===== config.mk =====
export PLATFORM = sky130hd
export DESIGN_NAME = pulse_seq_ctrl
export DESIGN_NICKNAME = d
export VERILOG_FILES = /design/src/rtl/pulse_seq_pkg.sv /design/src/rtl/pulse_period_timer.sv /design/src/rtl/pulse_seq_ctrl.sv
export SDC_FILE = /design/constraint.sdc
export NUM_CORES = 1
export LEC_CHECK = 0
export ABC_AREA = 1
export CORE_MARGIN = 2
export CORE_UTILIZATION = 54
export CTS_CLUSTER_SIZE = 10
export DETAILED_ROUTE_END_ITERATION = 10
export GPL_TIMING_DRIVEN = 0
export PLACE_DENSITY = 0.89
export SLEW_MARGIN = 15
export SYNTH_ARGS = -nofsm -noshare
export SYNTH_HDL_FRONTEND = slang
export SYNTH_HIERARCHICAL = 1
export SYNTH_SLANG_ARGS = --single-unit

===== constraint.sdc =====
create_clock -name clk -period 2.9 [get_ports clk]
set_input_delay 0.58 -clock clk [delete_from_list [all_inputs] [get_ports clk]]
set_output_delay 0.58 -clock clk [all_outputs]
set_load 0.01 [all_outputs]

===== src/rtl/pulse_seq_pkg.sv =====
// Shared types and default widths for the pulse burst controller.
// Latency: n/a (declarations only).
// Backpressure: n/a.
package pulse_seq_pkg;

  localparam int PERIOD_W_DEF = 8;
  localparam int COUNT_W_DEF  = 8;

  typedef enum logic [1:0] {
    IDLE = 2'd0,
    RUN  = 2'd1,
    DONE = 2'd2
  } state_t;

endpackage


===== src/rtl/pulse_period_timer.sv =====
// Runtime-period free-running counter; tick marks the last count of each period.
// Latency: tick is combinational from the registered count; first tick period-1 cycles after clear.
// Backpressure: none; en gates counting, clear restarts from zero.
//
// Ports:
//   clk, reset : clock and synchronous active-high reset
//   clear      : restart the count at 0 (takes priority over en)
//   en         : advance the count this cycle
//   period     : period in cycles, must be >= 1
//   tick       : high while cnt == period-1
module pulse_period_timer
  import pulse_seq_pkg::*;
#(
  parameter int PERIOD_W = PERIOD_W_DEF
) (
  input  logic                clk,
  input  logic                reset,
  input  logic                clear,
  input  logic                en,
  input  logic [PERIOD_W-1:0] period,
  output logic                tick
);

  logic [PERIOD_W-1:0] cnt;

  assign tick = (cnt == (period - PERIOD_W'(1)));

  always_ff @(posedge clk) begin
    if (reset || clear) begin
      cnt <= '0;
    end else if (en) begin
      cnt <= tick ? '0 : cnt + PERIOD_W'(1);
    end
  end

endmodule


===== src/rtl/pulse_seq_ctrl.sv =====
// Counted, abortable burst of single-cycle pulses, one every P cycles, started by a command.
// Latency: first pulse P cycles after accept; done one cycle after the final pulse or abort.
// Backpressure: cmd_ready only in IDLE (and not in reset); commands outside IDLE are ignored.
//
// Ports:
//   clk, reset            : clock and synchronous active-high reset
//   cmd_valid/cmd_ready   : command handshake carrying cmd_period (P) and cmd_count (N)
//   abort                 : end the active burst early (only looked at in RUN)
//   signal                : pulse output
//   busy                  : burst in progress
//   done / aborted        : one-cycle completion strobe, aborted qualifies it
//   pulse_idx             : pulses emitted in the current or last burst
//
// Build option: PULSE_SEQ_INFINITE_EN makes cmd_count==0 an unbounded burst that only
// abort can end; without it cmd_count==0 completes immediately with no pulses.
module pulse_seq_ctrl
  import pulse_seq_pkg::*;
#(
  parameter int PERIOD_W = PERIOD_W_DEF,
  parameter int COUNT_W  = COUNT_W_DEF
) (
  input  logic                clk,
  input  logic                reset,
  input  logic                cmd_valid,
  output logic                cmd_ready,
  input  logic [PERIOD_W-1:0] cmd_period,
  input  logic [COUNT_W-1:0]  cmd_count,
  input  logic                abort,
  output logic                signal,
  output logic                busy,
  output logic                done,
  output logic                aborted,
  output logic [COUNT_W-1:0]  pulse_idx
);

  state_t              state;
  logic [PERIOD_W-1:0] period_q;
  logic [COUNT_W-1:0]  count_q;
  logic                inf_q;
  logic                busy_q;
  logic                done_q;
  logic                aborted_q;

  logic                accept;
  logic                tick;
  logic                final_pulse;
  logic                zero_len;
  logic [PERIOD_W-1:0] period_clamped;

  assign cmd_ready = (state == IDLE) && !reset;
  assign accept    = cmd_valid && cmd_ready;

  // 0 and 1 both mean "every cycle"; the timer needs period >= 1.
  assign period_clamped = (cmd_period < PERIOD_W'(2)) ? PERIOD_W'(1) : cmd_period;

`ifdef PULSE_SEQ_INFINITE_EN
  assign zero_len = 1'b0;
`else
  assign zero_len = (cmd_count == '0);
`endif

  pulse_period_timer #(
    .PERIOD_W (PERIOD_W)
  ) u_timer (
    .clk    (clk),
    .reset  (reset),
    .clear  (accept),
    .en     (state == RUN),
    .period (period_q),
    .tick   (tick)
  );

  assign signal = (state == RUN) && tick;

  // An unbounded burst never has a final pulse, so pulse_idx may wrap freely.
  assign final_pulse = signal && !inf_q && (pulse_idx == (count_q - COUNT_W'(1)));

  always_ff @(posedge clk) begin
    if (reset) begin
      state     <= IDLE;
      period_q  <= PERIOD_W'(1);
      count_q   <= '0;
      inf_q     <= 1'b0;
      pulse_idx <= '0;
      busy_q    <= 1'b0;
      done_q    <= 1'b0;
      aborted_q <= 1'b0;
    end else begin
      done_q    <= 1'b0;
      aborted_q <= 1'b0;
      case (state)
        IDLE: begin
          if (accept) begin
            period_q  <= period_clamped;
            count_q   <= cmd_count;
            pulse_idx <= '0;
`ifdef PULSE_SEQ_INFINITE_EN
            inf_q     <= (cmd_count == '0);
`else
            inf_q     <= 1'b0;
`endif
            if (zero_len) begin
              state  <= DONE;
              done_q <= 1'b1;
            end else begin
              state  <= RUN;
              busy_q <= 1'b1;
            end
          end
        end
        RUN: begin
          if (signal) begin
            pulse_idx <= pulse_idx + COUNT_W'(1);
          end
          // A pulse coincident with abort still counts; if it was the last one
          // the burst is reported as a normal completion.
          if (final_pulse || abort) begin
            state     <= DONE;
            busy_q    <= 1'b0;
            done_q    <= 1'b1;
            aborted_q <= abort && !final_pulse;
          end
        end
        DONE: begin
          state <= IDLE;
        end
        default: begin
          state  <= IDLE;
          busy_q <= 1'b0;
        end
      endcase
    end
  end

  assign busy    = busy_q;
  assign done    = done_q;
  assign aborted = aborted_q;

endmodule


==> impl_metrics.tcl <==
set metrics [dict create \
    globalRouteMet3Util_pct 5.032 \
    yosys.area.top_type_share_pct 32.89 \
    synthesis.area_um2 2252 \
    post_layout_nonfiller_instances 426 \
    post_synth_main_area_contributors "dfxtp_1 33%, nand2_1 14%, inv_1 9.0%" \
    setup_viol 0 \
    diodes 0 \
    synth_fp_nets 359 \
    fp.dieArea_um2 4703 \
    crit_path_capture_type "output pin" \
    via_per_inst 5.230 \
    outcome "complete, no violations" \
    layout.nets 399 \
    data_arrival_critical_path_ns 2.14 \
    final.setup_skew_ns 0.008585 \
    max_clock_freq_mhz 367.1 \
    antenna_left 0 \
    synth-main-ff-cell "dfxtp_1" \
    number_of_antenna_violations_at_the_first_check_in_global_routing 0 \
    ctsRootBufferMaster "clkbuf_8" \
    placed_area_um2 2635 \
    final_hold_violations 0 \
    min-delay-start "busy$_SDFFE_PP0P_" \
    grt_pass1_wl_um 8776 \
    report.power.total_mw 1.500 \
    wl_um 5336 \
    clkSlewWorstSetupHoldPaths_ns 0.09 \
    drtPass1Iterations 7 \
    globalRoute.totalOverflow 0 \
    clkSinkCount 37 \
    pin_count_of_the_biggest_net_entering_global_routing 14 \
    lkg_pwr_nw 1.237 \
    synth_warnings 6 \
    unrepaired_setup_endpoints_after_global_routing "false" \
    path_class "flip-flop to output pin" \
    initialDrtViolationCount 104 \
    first_global_vias 2105 \
    finalCritPeriodShare_pct 93.92 \
    routabilityCongestion 0.8068 \
    fin_ws_ns 0.1762 \
    cts_inserted_buffers 5 \
    slew_headroom_pct 70.19 \
    wire_length_per_cell_after_detailed_routing_um 12.53 \
    ios 33 \
    worst_r2r_startpoint "period_q[0]$_SDFFE_PP1P_" \
    ctsLongestPathBuffers 2 \
    initial_standard_cell_utilization_of_the_core_pct 56.30 \
    hold_buffers 0 \
    tightestPinTransition_ns 0.4472 \
    placed_cells 417 \
    power_per_cell_area_nw_per_um2 542.3 \
    yosysUniqueCellTypes 33 \
    finish.instance_area_um2 2766 \
    met2_usage_pct 46.39 \
    die_w_um 68.58 \
    worstSetupStartpoint "period_q[0]$_SDFFE_PP1P_" \
    yosysSeqAreaShare_pct 32.89 \
    die_h_um 68.58 \
    num_rows 23 \
    use_met1_pct 27.81 \
    required_ns 2.32 \
    grt_usage_pct 24.97 \
    synth_area_leader_cell "dfxtp_1" \
    max-vdd-ir-drop_uv 400.6 \
    worst_skew_pair.late_latency_ns 0.30 \
    critPathMaxFanout 5 \
    timing.hold.ws_ns 0.4695 \
    critPathLaunchType "flip-flop" \
    finalWorstPathRequiredPeriod_ns 2.724 \
    drc 0 \
    routed_vias 2228 \
    final_layout_size_suffix_gt1_share_pct 13.83 \
    ys_ff_latch 37 \
    buffer_ports.inserted 32 \
    area_growth_pct 22.83 \
    cts_tree "yes" \
    synthesized_instance_count 335 \
    maxSlewViolCount 0 \
    hold_path_class "flip-flop to flip-flop" \
    detailed_place_hpwl_um 4024 \
    area_of_the_placeable_core_um2 4000 \
    preCtsSetupSlack_ns -0.09614 \
    htree_num_levels 2 \
    maxCapViolations 0 \
    top_usage_layer "met2" \
    post_synth.cell_area_avg_um2 6.723 \
    synth_enable_flop_cells 0 \
    synth-async-reset-ratio_pct 0 \
]
## power by group
group          leakage (nW)  internal (mW)  total, mW  switching, mW
Clock                0.0543          0.258      0.464          0.206
Combinational         0.881          0.177      0.444          0.266
Sequential            0.302          0.548      0.593         0.0447
## per-stage QoR
step	util (%)	setup TNS, ns
2_1_floorplan	-	0
3_5_place_dp	65.87	-0.09614
3_3_place_gp	65.87	-0.09453
4_1_cts	69.13	0
6_report	69.16	0
5_1_grt	69.16	0
## kinds of logic after synthesis
family,after synthesis,synth area share (%)
simple gates,189,41.94
fa+ha+maj,4,2.222
xor+xnor,14,5.445
flops,37,32.89
compound gates,28,6.944
buf+inv,63,10.56
## layout by cell type (no fill, tap or decap), types with 5 or more instances in the layout
| cell type | count |
|---|---|
| a21oi_1 | 10 |
| nand3_2 | 6 |
| o22ai_1 | 5 |
| nand4_1 | 7 |
| clkbuf_8 | 5 |
| dfxtp_1 | 35 |
| nand2_2 | 6 |
| clkdlybuf4s50_1 | 31 |
| nand3_1 | 31 |
| o21ai_0 | 9 |
| nor2_2 | 11 |
| inv_1 | 53 |
| xnor2_1 | 7 |
| nand2_1 | 84 |
| nor2_1 | 25 |
| inv_2 | 6 |
| xor2_1 | 7 |
| nor3_1 | 5 |
## worst paths after layout
path,endpoint,slack [ns],cells after the start
worst min register to register,busy$_SDFFE_PP0P_,0.47,2
worst max-delay path,signal,0.18,11
worst max register to register,pulse_idx[7]$_SDFFE_PP0P_,0.21,19
worst min-delay path,busy$_SDFFE_PP0P_,0.47,2
## final cells by class
type,instances,area [µm²]
Timing Repair Buffer,33,322.8
Clock buffer,5,68.82
Fill cell,333,1234
Tap cell,50,62.56
Buffer,3,12.51
Clock inverter,3,46.29
Inverter,60,225.2
Sequential cell,37,743.2
Multi-Input combinational cell,235,1285
## sequential cells by signal (all words and copies together), names as in the netlist
signal,cells
aborted,1
busy,1
count_q,8
done,1
period_q,8
pulse_idx,8
state,2
u_timer/cnt,8
## worst max-delay path: stages, from the launching register on
cell and delay, ns:
dfxtp_2 0.35, inv_2 0.06, ha_2 0.32, inv_1 0.04
nand2_1 0.06, nand2_1 0.06, nor2_2 0.10, nand4_1 0.12
nor4_2 0.34, inv_1 0.12, nor2_4 0.14, buf_2 0.14
## cells in the mapped netlist (5+ instances only)
cell      n
nor2_1   26
o22ai_1   5
inv_1    54
xnor2_1   7
nor2_2   10
a21oi_1  10
nand3_1  31
nand2_1  84
nand3_2   6
nand2_2   6
xor2_1    7
nor3_1    5
inv_2     5
nand4_1   7
o21ai_0   9
dfxtp_1  37
## what timing repair did
action	4_1_cts	5_1_grt
resized for setup	4	6
endpoints found under the hold margin	0	0
endpoints found under the setup margin	1	6
pin swaps	2	2
buffers inserted	1	0
## per-layer routing
layer,part of all wire (%),up-vias
met5,0,-
met4,1.5,0
met3,4.2,8
met2,51,52
met1,43,1029
li1,-,1139
(Power assumes the default switching activity.)
